--- src/rtl/reg_n_unload_if.sv ---
// Handshake/serial bundle for the serial unloader of the N-bit delay register bank.
// slave  : the unloader (takes words, drives the serial stream).
// master : the word producer / serial consumer side.
interface reg_n_unload_if #(
  parameter int N = 4
);
  localparam int W = 1 << N;

  logic [W-1:0] d;
  logic         d_valid;
  logic         d_ready;
  logic         sout;
  logic         sout_valid;
  logic         sof;
  logic         eow;
  logic         busy;

  modport master (
    output d, d_valid,
    input  d_ready, sout, sout_valid, sof, eow, busy
  );

  modport slave (
    input  d, d_valid,
    output d_ready, sout, sout_valid, sof, eow, busy
  );
endinterface

--- src/rtl/reg_n_unload.sv ---
// Serial unloader: takes one 2**N-bit word per handshake and shifts it out
// MSB first, one bit per clock, then idles GAP cycles before taking the next.
// Every output is decoded from registered state/counters; d and d_valid only
// feed next-state logic, so there is no input-to-output combinational path.
module reg_n_unload #(
  parameter int N   = 4,
  parameter int GAP = 2
) (
  input  logic           clk,
  input  logic           rst,
  reg_n_unload_if.slave  bus
);
  localparam int W = 1 << N;
  // Terminal counts; GAP_LAST is unused when GAP==0 (SHIFT goes straight to IDLE).
  localparam logic [N-1:0] BIT_LAST = N'(W - 1);
  localparam logic [N-1:0] GAP_LAST = N'((GAP > 0) ? GAP - 1 : 0);

  typedef enum logic [1:0] {
    S_IDLE  = 2'd0,
    S_SHIFT = 2'd1,
    S_GAP   = 2'd2
  } state_e;

  state_e         state_q, state_d;
  logic [W-1:0]   shreg_q, shreg_d;
  logic [N-1:0]   bcnt_q, bcnt_d;
  logic [N-1:0]   gcnt_q, gcnt_d;

  // State and datapath registers; async reset drops any word in flight.
  always_ff @(posedge clk or posedge rst) begin
    if (rst) begin
      state_q <= S_IDLE;
      shreg_q <= '0;
      bcnt_q  <= '0;
      gcnt_q  <= '0;
    end else begin
      state_q <= state_d;
      shreg_q <= shreg_d;
      bcnt_q  <= bcnt_d;
      gcnt_q  <= gcnt_d;
    end
  end

  // Next-state and output decode from registered state only.
  always_comb begin
    state_d        = state_q;
    shreg_d        = shreg_q;
    bcnt_d         = bcnt_q;
    gcnt_d         = gcnt_q;
    bus.d_ready    = 1'b0;
    bus.busy       = 1'b0;
    bus.sout_valid = 1'b0;
    bus.sout       = 1'b0;
    bus.sof        = 1'b0;
    bus.eow        = 1'b0;

    case (state_q)
      S_IDLE: begin
        // rst gating keeps d_ready low for the whole reset pulse.
        bus.d_ready = ~rst;
        if (bus.d_valid) begin
          shreg_d = bus.d;
          bcnt_d  = '0;
          state_d = S_SHIFT;
        end
      end

      S_SHIFT: begin
        bus.busy       = 1'b1;
        bus.sout_valid = 1'b1;
        bus.sout       = shreg_q[W-1];
        bus.sof        = (bcnt_q == '0);
        bus.eow        = (bcnt_q == BIT_LAST);
        shreg_d        = {shreg_q[W-2:0], 1'b0};
        if (bcnt_q == BIT_LAST) begin
          // Counter never wraps inside a word: terminal count always leaves SHIFT.
          bcnt_d  = '0;
          gcnt_d  = '0;
          state_d = (GAP > 0) ? S_GAP : S_IDLE;
        end else begin
          bcnt_d = bcnt_q + 1'b1;
        end
      end

      S_GAP: begin
        bus.busy = 1'b1;
        if (gcnt_q == GAP_LAST) begin
          gcnt_d  = '0;
          state_d = S_IDLE;
        end else begin
          gcnt_d = gcnt_q + 1'b1;
        end
      end

      default: begin
        state_d = S_IDLE;
        shreg_d = '0;
        bcnt_d  = '0;
        gcnt_d  = '0;
      end
    endcase
  end
endmodule

--- src/flat_wrapper.sv ---
// flat-port wrapper written by rule: the top's interface ports become plain ports
module reg_n_unload_flat 
#(
  parameter int N   = 4,
  parameter int GAP = 2
)
  (clk, rst, bus_d, bus_d_valid, bus_d_ready, bus_sout, bus_sout_valid, bus_sof, bus_eow, bus_busy);
  reg_n_unload_if #(.N(N)) bus_i ();
  input  logic clk;
  input  logic rst;
  input wire logic [$bits(bus_i.d)-1:0] bus_d;
  input wire logic [$bits(bus_i.d_valid)-1:0] bus_d_valid;
  output wire logic [$bits(bus_i.d_ready)-1:0] bus_d_ready;
  output wire logic [$bits(bus_i.sout)-1:0] bus_sout;
  output wire logic [$bits(bus_i.sout_valid)-1:0] bus_sout_valid;
  output wire logic [$bits(bus_i.sof)-1:0] bus_sof;
  output wire logic [$bits(bus_i.eow)-1:0] bus_eow;
  output wire logic [$bits(bus_i.busy)-1:0] bus_busy;
  assign bus_i.d = bus_d;
  assign bus_i.d_valid = bus_d_valid;
  assign bus_d_ready = bus_i.d_ready;
  assign bus_sout = bus_i.sout;
  assign bus_sout_valid = bus_i.sout_valid;
  assign bus_sof = bus_i.sof;
  assign bus_eow = bus_i.eow;
  assign bus_busy = bus_i.busy;
  reg_n_unload #(.N(N), .GAP(GAP)) u_core (.clk(clk), .rst(rst), .bus(bus_i));
endmodule
--- config.mk ---
export PLATFORM = sky130hd
export DESIGN_NAME = reg_n_unload_flat
export DESIGN_NICKNAME = d
export VERILOG_FILES = /design/src/rtl/reg_n_unload_if.sv /design/src/rtl/reg_n_unload.sv /design/src/flat_wrapper.sv
export SDC_FILE = /design/constraint.sdc
export NUM_CORES = 1
export LEC_CHECK = 0
export ABC_AREA = 1
export BUFFER_PORTS_ARGS = -buffer_cell sky130_fd_sc_hd__buf_2
export CAP_MARGIN = 0
export CORE_ASPECT_RATIO = 0.8
export CORE_MARGIN = 2
export CORE_UTILIZATION = 35
export DETAILED_ROUTE_END_ITERATION = 8
export PLACE_DENSITY = 0.65
export SLEW_MARGIN = 0
export SYNTH_ARGS = -nofsm -noshare
export SYNTH_HDL_FRONTEND = slang
export SYNTH_SLANG_ARGS = --single-unit
--- constraint.sdc ---
create_clock -name clk -period 1.75 [get_ports clk]
set_input_delay 0.175 -clock clk [delete_from_list [all_inputs] [get_ports clk]]
set_output_delay 0.175 -clock clk [all_outputs]
set_load 0.05 [all_outputs]
* Yosys cells after proc, flatten, opt, wreduce, memory -nomap -nowiden
Cells that the tools add are included.
W data, S select, Z words.
** Operators by class
- Add/sub/neg operators :: 2
- Eq/ne operators :: 7
- Muxes and demuxes :: 18
- Bitwise operators :: 3
- Reduce and logical (&&, ||, !) cells :: 6
** Operators with widths (number)
- $pmux W16 S3 :: 1
- $pmux W4 S3 :: 2
- $mux W16 :: 1
- $mux W4 :: 4
- $add A4 B1 Y4 const B :: 2
- $mux W1 :: 6
- $mux W2 :: 3
- $pmux W2 S3 :: 1
- $eq A4 B1 Y1 const B :: 1
- $eq A4 B4 Y1 const B :: 1
- $logic_not A4 Y1 :: 1
- $ne A2 B1 Y1 const B :: 2
- $reduce_and A2 Y1 :: 2
- $not A1 Y1 :: 3
- $reduce_and A3 Y1 :: 1
- $eq A2 B1 Y1 const B :: 1
- $eq A2 B2 Y1 const B :: 1
- $logic_not A2 Y1 :: 1
- $ne A2 B2 Y1 const B :: 1
- $reduce_or A2 Y1 :: 1
** Word-level totals
- Flip-flop bits (word level) :: 26
- Output and inout port bits :: 6
- Logic and storage cells :: 40

* Logic depth before layout (Yosys ltp)
Gate-level depths: netlist of run 1.
- Depth after elaboration :: 3
- Mapped depth :: 10
- Mapped depth without buffers :: 8

* Least setup slack after synthesis of run 1
No wires, ideal clock.
- Path type :: flip-flop to output port
- From :: register u_core.state_q[1]
- To :: output bus_sof
- Arrival time :: 2350 ps
- Required time :: 1575 ps
- Setup slack :: -775 ps
- Cell stages (with the launch flop) :: 6
- Path through :: dfrtp_1 -> inv_1 -> ha_1 -> buf_2 -> nand2_1 -> nor3_1
** Between the ends
- Cells in the longest elaborated chain, start to end :: 2
** Ends and longest elaborated chain
- start: declaration :: line reg_n_unload.sv:24 : state_e state_q, state_d;
- start signal: assignment :: line reg_n_unload.sv:37 : state_q <= state_d;
- $eq A2 B1 Y1 :: line reg_n_unload.sv:57 : case (state_q)
- $mux W1 :: line reg_n_unload.sv:57
- end: declaration :: line flat_wrapper.sv:16 : output wire logic [$bits(bus_i.sof)-1:0] bus_sof;
No other way between the ends.

* Final worst setup path of run 1
Ends and elaborated chain as after synthesis.

==> results of run 1 <==
-- layout make-up --
| type | count | area share, % |
|---|---|---|
| clock buffers | 4 | 2.95 |
| inverters | 30 | 6.30 |
| multi-input cells | 139 | 41.2 |
| flip-flops and latches | 26 | 34.9 |
| well taps | 57 | 3.82 |
| repair buffers | 32 | 10.9 |
-- routing by layer --
layer / up-vias / share of wire [%] / GRT usage [%] / wire, µm
li1: 678 / - / - / -
met5: - / 0 / 0 / 0
met3: 5 / 3.8 / 3.81 / 115
met2: 22 / 42 / 19.1 / 1290
met4: 0 / 0.95 / 3.88 / 29
met1: 563 / 53 / 18.7 / 1610
-- through the flow --
step                      setup slack, ns  power (W)  hold WS (ns)  cell area [µm²]  utilization [%]
after CTS                          0.0281    0.00308         0.151             1860             43.7
after detailed placement            0.176    0.00267         0.274             1790             42.0
after floorplan                    0.0441    0.00231         0.215             1590                -
after global placement              0.250    0.00264         0.264             1790             42.0
final                               0.108    0.00305         0.152             1870             43.8
after global routing               0.0256    0.00331         0.147             1870             43.8
-- flip-flops by register name, indices dropped and copies added, names as in the netlist --
name            count
u_core.bcnt_q       4
u_core.gcnt_q       4
u_core.shreg_q     16
u_core.state_q      2
-- worst paths after layout --
check	slack (ns)	cells after the start	to	start
worst max-delay path	0.11	5	bus_sof	u_core.state_q[1]$_DFFE_PP0P_
worst min-delay path	0.15	3	u_core.shreg_q[0]$_DFFE_PP0P_	bus_d[0]
worst max register to register	0.26	8	u_core.bcnt_q[3]$_DFFE_PP0P_	u_core.state_q[0]$_DFFE_PP0P_
worst min register to register	0.49	2	u_core.shreg_q[8]$_DFFE_PP0P_	u_core.shreg_q[8]$_DFFE_PP0P_
max in group asynchronous	0.99	4	u_core.shreg_q[3]$_DFFE_PP0P_	rst
min in group asynchronous	0.51	4	u_core.gcnt_q[3]$_DFFE_PP0P_	rst
-- cells in the final DEF (no fill, tap or decap), drive strengths merged, types with 4 or more instances in the layout --
| master | synthesis | final |
|---|---|---|
| dfrtp | 26 | 26 |
| clkbuf | 0 | 5 |
| nand4 | 4 | 4 |
| inv | 30 | 30 |
| o21ai | 22 | 22 |
| nor2 | 5 | 5 |
| buf | 7 | 30 |
| nand2 | 85 | 85 |
| nand3 | 8 | 8 |
| ha | 9 | 9 |
-- logic make-up after synthesis --
group	count (synthesis)	share of synthesized area, %
buf+inv	37	11.5
flops	26	41.4
compound gates	25	11.6
fa+ha+maj	9	7.17
simple gates	105	28.4
-- synthesized netlist by cell type --
| cell | count |
|---|---|
| a21oi_1 | 2 |
| a22o_1 | 1 |
| buf_2 | 2 |
| buf_4 | 1 |
| buf_6 | 4 |
| dfrtp_1 | 26 |
| ha_1 | 9 |
| inv_1 | 29 |
| inv_6 | 1 |
| nand2_1 | 81 |
| nand2_2 | 2 |
| nand2_4 | 2 |
| nand3_1 | 8 |
| nand3b_1 | 2 |
| nand4_1 | 4 |
| nor2_1 | 4 |
| nor2_2 | 1 |
| nor3_1 | 1 |
| o21ai_0 | 10 |
| o21ai_2 | 11 |
| o21ai_4 | 1 |
-- power breakdown --
part | total, W | internal [W] | switching (W)
combinational | 0.00178 | 0.000640 | 0.00114
sequential | 0.000874 | 0.000769 | 0.000104
clock | 0.000392 | 0.000201 | 0.000191
total | 0.00305 | 0.00161 | 0.00144
-- worst max-delay path, stage by stage (launching register included) --
cell     delay (ns)
dfrtp_1        0.41
inv_2          0.11
ha_4           0.20
nand2_1        0.11
nor3_4         0.15
buf_4          0.21
-- what timing repair did --
item	in CTS	in global routing
setup endpoints to repair	3	4
hold buffers	1	0
resized for setup	3	4
endpoints found under the hold margin	26	0
pin swaps	0	0
==> reports/qor.yml, run 1 <==
first_pass_iters: 4
yosys_warnings: 0
grt_usage_pct: 13.1
grt_pass1_wl_mm: 5.22
area_delta_synth_final_pct: 18.8
dieArea_um2: 5040
drtIter0Drc: 56
postCtsSetupBuffers: 0
critPathMaxFanout: 8
hold_viol: 0
gp_congestion: 0.745
grt_pass1_vias: 1136
synth_cells: 202
viasPerCell: 4.40
period_needed_ns: 1.64
cap_violations: 0
fillers: 443
antenna_found_initial: 0
final-seq-area_um2: 651
holdCritPathClass: "input port to flop"
rsz0062_at_grt: "no"
clkTransAtPathRegs_ns: 0.09
critPathRequiredTime_ns: 1.57
arrival_ns: 1.47
clk_latency_ns: 0.27
wl_per_cell_um: 10.6
die_width_um: 78.9
ir_drop_uv: 668
synth.avg_cell_area_um2: 7.77
nets: 260
root_buffer: "clkbuf_8"
cp-end-kind: "output port"
tns_ns: 0
n_antenna_cell: 0
seq_area_frac_synth_pct: 41.4
start_util_pct: 36.9
max_slew_margin_pct: 77.5
core_area_um2: 4260
ant_nets: 0
drc: 0
power.density_nw_per_um2: 1630
tightest_slew_ns: 0.338
setup_viol: 0
dieHeight_um: 63.9
drive_above_1_share_pct: 25.1
dp_hpwl_mm: 2.23
fmax_ghz: 0.609
syn-num-nets: 230
cts_max_level: 1
synth_top_area_share_pct: 41.4
drt-total-wl_mm: 3.04
multi_input_area_um2: 768
syn_area_um2: 1570
final_max_slew_viol_count: 0
min_period_over_period_pct: 93.8
io_pins: 25
p_leak_nw: 0.965
grt_overflow_total: 0
clkSinkCount: 26
vias: 1268
skew_ns: 0.00505
critPathLaunchType: "flop"
numCtsBuffers: 3
critical_path_class: "flop to output port"
portBuffers: 24
final_cells: 288
outcome: "completed"
grt_max_degree: 27
yosysTopAreaCell: "dfrtp_1"
clock_path_buffers: 2
yosys-top-cells-area: "dfrtp_1, nand2_1, ha_1"
rows: 21
ys_seq_elements: 26
tritoncts: "done"
placedCellCount: 283
synth_cell_types: 21
Note: power is estimated with default switching activity, not from simulation.
==> run 2: changes to the inputs <==
==> constraint.sdc (replaced) <==
create_clock -name clk -period 1.75 [get_ports clk]
set_input_delay 0.35 -clock clk [delete_from_list [all_inputs] [get_ports clk]]
set_output_delay 0.35 -clock clk [all_outputs]
set_load 0.05 [all_outputs]
==> run 2 against run 1 <==
  * Wire length grew 2.0%
  * Final cell count increased by 1.4%
  * First-iteration DRC count grew 27%
  * Utilization is 2.1 points higher
  * Sequential cell count is the same
  * Via count increased by 2.1%
  * Critical path type unchanged
  * Critical endpoint is now bus_sout_valid
==> reports/qor.yml, run 2 (synthesized netlist as in run 1, its figures left out) <==
first_pass_iters: 5
regToRegEndpoint: "u_core.gcnt_q[2]$_DFFE_PP0P_"
final_cell_mix: "nand2_1, inv_1, dfrtp_1"
final_max_slew_viol_count: 0
dp_slack_ns: 0.100
switchingPower_w: 0.00149
fmax_ghz: 0.587
critical_path_class: "flop to output port"
grt_max_degree: 18
top_register: "u_core.shreg_q"
grt_pass1_vias: 1136
crit_chain: "buf_4, ha_4, buf_4, buf_4"
tightest_slew_ns: 0.453
final_util_pct: 45.9
holdCritPathClass: "input port to asynchronous set/reset pin"
dp_hpwl_mm: 2.29
numCtsBuffers: 3
fillers: 433
reg.largest.list: "u_core.shreg_q: 16 flops, u_core.bcnt_q: 4 flops, u_core.gcnt_q: 4 flops"
grt_usage_pct: 13.0
clkPwrFrac_pct: 12.0
cpMostUsedCell: "buf_4"
fin_ws_ns: 0.0451
root_buffer: "clkbuf_8"
ir_drop_uv: 749
critPathMaxFanout: 7
rsz0062_at_grt: "yes"
rows: 21
critPathLaunchType: "flop"
clkTransAtPathRegs_ns: 0.09
cp-end-kind: "output port"
ant_nets: 0
cts_max_level: 1
max_slew_margin_pct: 69.7
core_area_um2: 4260
critPathRequiredTime_ns: 1.40
die_width_um: 78.9
grt_overflow_total: 0
r2r_start: "u_core.state_q[0]$_DFFE_PP0P_"
largest_register_ffs: 16
p_leak_nw: 0.999
antenna_found_initial: 0
grt_pass1_wl_mm: 5.11
n_antenna_cell: 0
vias: 1295
power.density_nw_per_um2: 1650
min_period_over_period_pct: 97.4
gp_congestion: 0.753
outcome: "completed"
nets: 264
comb_power_share_pct: 60.9
cap_violations: 0
clkSinkCount: 26
layout_commonest_cell: "nand2_1"
clk_latency_ns: 0.27
dieHeight_um: 63.9
p_sw_share_pct: 46.2
portBuffers: 24
viasPerCell: 4.43
drive_above_1_share_pct: 29.4
rr_worst_depth: 6
skew_ns: 0.00471
drt-total-wl_mm: 3.10
hold_viol: 0
io_pins: 25
area_delta_synth_final_pct: 24.4
period_needed_ns: 1.70
wl_per_cell_um: 10.6
tritoncts: "done"
clock_path_buffers: 2
drc: 0
p_int_w: 0.00174
dieArea_um2: 5040
arrival_ns: 1.35
setup_viol: 0
drtIter0Drc: 71
seqPwrFrac_pct: 27.1
critical-path-max-stage-delay_ns: 0.41
rrSetupSlack_ns: 0.31
slowest_stage: "dfrtp_1"
start_util_pct: 36.9
[run 2: changes by cell type in the layout (fill, tap and decap cells not counted), sizes merged]
cell	previous run	this run
clkbuf	5	4
buf	30	36
dlygate4sd3	1	0
[run 2: final cells by class]
type | count | area [µm²] | share of cell area (%)
Multi-Input combinational cell | 139 | 791 | 40.5
Sequential cell | 26 | 651 | 33.3
Timing Repair Buffer | 36 | 268 | 13.7
Inverter | 30 | 118 | 6.02
Tap cell | 57 | 71.3 | 3.65
Clock buffer | 4 | 55.1 | 2.82
[run 2: timing repair]
action / in CTS / in global routing
gates resized for setup: 8 / 8
buffers inserted: 2 / 0
endpoints found under the setup margin: 5 / 5
hold buffers: 0 / 0
[run 2: worst max-delay path: cells and delay by family, from the launching register on]
kind | cells | cell delay, ns
flops | 1 | 0.41
fa+ha+maj | 1 | 0.16
buf+inv | 3 | 0.51
[run 2: through the flow]
| step | cell area (µm²) | hold WS, ns | TNS [ns] | power [W] | std cells |
|---|---|---|---|---|---|
| 6_report | 1950 | 0.0852 | 0 | 0.00323 | 292 |
| 5_1_grt | 1950 | 0.102 | -0.0305 | 0.00349 | 292 |
| 4_1_cts | 1940 | 0.0941 | 0 | 0.00324 | 292 |
| 3_5_place_dp | 1840 | 0.398 | 0 | 0.00275 | 286 |
| 3_3_place_gp | 1840 | 0.385 | 0 | 0.00273 | 286 |
| 2_1_floorplan | 1600 | 0.390 | -0.125 | 0.00231 | 202 |
[run 2: worst max path at each step]
stage,from,to,cells after the start
after floorplan,u_core.state_q[1]$_DFFE_PP0P_,bus_sof,5
after global placement,u_core.state_q[1]$_DFFE_PP0P_,bus_d_ready,5
after detailed placement,u_core.state_q[1]$_DFFE_PP0P_,bus_d_ready,5
after CTS,u_core.state_q[0]$_DFFE_PP0P_,bus_sout,5
after global routing,u_core.state_q[1]$_DFFE_PP0P_,bus_sof,5
final,u_core.state_q[0]$_DFFE_PP0P_,bus_sout_valid,4
[run 2: routing by layer]
metal	share of wire, %	vias up	global-route usage [%]	routed length [µm]
li1	-	685	-	-
met3	4.3	4	3.67	132
met5	0	-	0	0
met1	54	582	18.5	1660
met2	41	24	18.7	1260
met4	1.4	0	5.17	44
[run 2: power by group through the flow]
stage | Clock, W | Combinational [W] | Sequential [W]
3_3_place_gp | 0 | 0.00186 | 0.000874
3_5_place_dp | 0 | 0.00187 | 0.000881
6_report | 0.000389 | 0.00197 | 0.000874
5_1_grt | 0.000422 | 0.00218 | 0.000892
4_1_cts | 0.000403 | 0.00197 | 0.000870
2_1_floorplan | 0 | 0.00145 | 0.000867
==> run 3: changes to the inputs <==
Settings changed: ABC_AREA 1 to not set.
==> run 3 against run 2 <==
  * The run now ends with setup timing left
  * Clock-buffer cell count shrank 1
  * Sequential cell count is the same
  * Fmax shrank 2.7%
  * Global-route usage grew 2.7 points
  * Total power grew 5.9%
  * First-iteration DRC count shrank 5.6%
  * Hold slack gained 0.064 ns
  * Sequential power grew 11%
  * Clock skew is essentially flat
  * Critical endpoint is now bus_sof
  * Largest cell class unchanged
==> reports/qor.yml, run 3 <==
outcome: "finished with violations"
failed_checks: "setup timing"
drt-total-wl_mm: 3.45
yosys_warnings: 0
numCtsBuffers: 3
final_cell_mix: "dfrtp_1, buf_2, buf_4"
dp_hpwl_mm: 2.35
synth_edf_count: 0
first_pass_iters: 4
crit_chain: "inv_2, ha_4, inv_6, nor4b_4, buf_6"
nets: 196
drc: 0
p_sw_share_pct: 42.1
max_slew_margin_pct: 66.2
skew_ns: 0.00436
io_pins: 25
synth_cells: 129
syn-num-nets: 157
wl_per_cell_um: 15.5
grt_pass1_wl_mm: 5.41
grt_pass1_vias: 1175
clkTransAtPathRegs_ns: 0.09
ys_seq_elements: 26
comb_power_share_pct: 56.9
clkPwrFrac_pct: 14.6
period_needed_ns: 1.75
synth_top_area_share_pct: 46.4
largest_register_ffs: 16
tritoncts: "done"
layout_commonest_cell: "dfrtp_1"
die_width_um: 74.8
dieHeight_um: 60.6
dieArea_um2: 4530
grt_max_degree: 27
clock_path_buffers: 2
seqPwrFrac_pct: 28.5
cap_violations: 0
rsz0062_at_grt: "yes"
start_util_pct: 36.6
gp_congestion: 0.894
async_flop_share_pct: 100
final_max_slew_viol_count: 0
syn_area_um2: 1400
grt_usage_pct: 15.7
portBuffers: 24
clk_latency_ns: 0.27
cts_max_level: 1
synth.avg_cell_area_um2: 10.9
power.density_nw_per_um2: 1820
seq_area_frac_synth_pct: 46.4
antenna_found_initial: 0
setup_viol: 1
synth.most_common_cell: "dfrtp_1"
tightest_slew_ns: 0.506
root_buffer: "clkbuf_8"
total_power_w: 0.00342
fin_ws_ns: -0.00190
r2r_start: "u_core.state_q[0]$_DFFE_PP0P_"
critical_path_class: "flop to output port"
synth_cell_types: 33
arrival_ns: 1.40
tns_ns: -0.00190
critPathMaxFanout: 5
switchingPower_w: 0.00144
critical-path-max-stage-delay_ns: 0.40
p_int_w: 0.00198
drive_above_1_share_pct: 39.5
grt_overflow_total: 0
cp_num_buf_inv: 3
yosys-top-cells-area: "dfrtp_1, o2bb2ai_1, a22oi_1"
yosysTopAreaCell: "dfrtp_1"
ir_drop_uv: 746
ys_top_cells_by_count: "dfrtp_1, a22oi_1, o2bb2ai_1"
holdCritPathClass: "input port to asynchronous set/reset pin"
hold_viol: 0
top_register: "u_core.shreg_q"
drtIter0Drc: 67
area_delta_synth_final_pct: 33.5
clkSinkCount: 26
fmax_ghz: 0.571
p_leak_nw: 0.839
critPathRequiredTime_ns: 1.40
viasPerCell: 5.27
core_area_um2: 3830
critPathLaunchType: "flop"
crit_start: "u_core.state_q[1]$_DFFE_PP0P_"
slowest_stage: "dfrtp_1"
rows: 20
cpLargestDelayFamily: "flip-flops"
vias: 1169
ctsHoldBuffers: 0
ant_nets: 0
cp-end-kind: "output port"
synthFlopType: "dfrtp_1"
reg.largest.list: "u_core.shreg_q: 16 flops, u_core.bcnt_q: 4 flops, u_core.gcnt_q: 4 flops"
min_period_over_period_pct: 100
n_antenna_cell: 0
-- run 3: changes by cell type in the layout (fill, tap and decap cells not counted), sizes merged, moves of 5 or more --
cell | previous run | this run
buf | 36 | 43
nand2 | 85 | 4
inv | 30 | 11
a22oi | 0 | 15
o21ai | 22 | 6
o2bb2ai | 0 | 14
nand3 | 8 | 3
-- run 3: stage by stage --
step                setup slack [ns]  utilization, %  area (µm²)  hold slack, ns  instances
floorplan                    -0.0235               -        1440           0.390        129
global placement              0.0570            43.7        1670           0.450        210
detailed placement            0.0204            43.7        1670           0.463        210
CTS                          -0.0172            47.2        1810           0.163        219
global route                 -0.0727            48.9        1870           0.195        222
finish                      -0.00190            48.9        1870           0.149        222
-- run 3: cell type report --
type / instances / area [µm²]
Clock buffer: 3 / 41.3
Clock inverter: 1 / 30.0
Fill cell: 352 / 1960
Inverter: 11 / 46.3
Multi-Input combinational cell: 83 / 748
Sequential cell: 26 / 651
Tap cell: 55 / 68.8
Timing Repair Buffer: 43 / 288
-- run 3: worst paths after layout --
check,cells past startpoint,slack [ns],endpoint
hold reg to reg,1,0.49,u_core.shreg_q[15]$_DFFE_PP0P_
max in group asynchronous,3,1.34,u_core.shreg_q[7]$_DFFE_PP0P_
setup / recovery,5,-0.002,bus_sof
min in group clk,3,0.33,u_core.shreg_q[0]$_DFFE_PP0P_
hold / removal,3,0.15,u_core.bcnt_q[3]$_DFFE_PP0P_
setup reg to reg,6,-0.002,u_core.state_q[0]$_DFFE_PP0P_
-- run 3: logic make-up (layout without fill, tap and decap cells) --
kind of cell	count (synthesis)	count (layout)	synth area share (%)
flops	26	26	46.4
compound gates	46	46	26.2
mux	5	5	4.01
buf+inv	20	58	5.62
simple gates	23	23	9.72
fa+ha+maj	9	9	8.03
-- run 3: power groups by stage --
| stage | clock [W] | combinational, W | sequential [W] |
|---|---|---|---|
| 2_1_floorplan | 0 | 0.00127 | 0.000959 |
| 5_1_grt | 0.000547 | 0.00209 | 0.000996 |
| 3_5_place_dp | 0 | 0.00168 | 0.000985 |
| 4_1_cts | 0.000515 | 0.00180 | 0.000965 |
| 6_report | 0.000500 | 0.00194 | 0.000973 |
| 3_3_place_gp | 0 | 0.00163 | 0.000974 |
-- run 3: layer usage --
| layer | track usage, % | wire (µm) | vias to the layer above |
|---|---|---|---|
| li1 | - | - | 557 |
| met5 | 0 | 0 | - |
| met2 | 27.8 | 1730 | 33 |
| met1 | 20.3 | 1560 | 577 |
| met3 | 4.32 | 143 | 2 |
| met4 | 1.28 | 18 | 0 |
-- run 3: what timing repair did --
action / in CTS / in global routing
pin swaps: 1 / 2
buffers inserted: 5 / 3
resized for setup: 8 / 11
endpoints found under the setup margin: 4 / 25
-- run 3: worst min-delay path: stages --
cell	delay, ns
buf_2	0.12
inv_1	0.05
buf_4	0.31
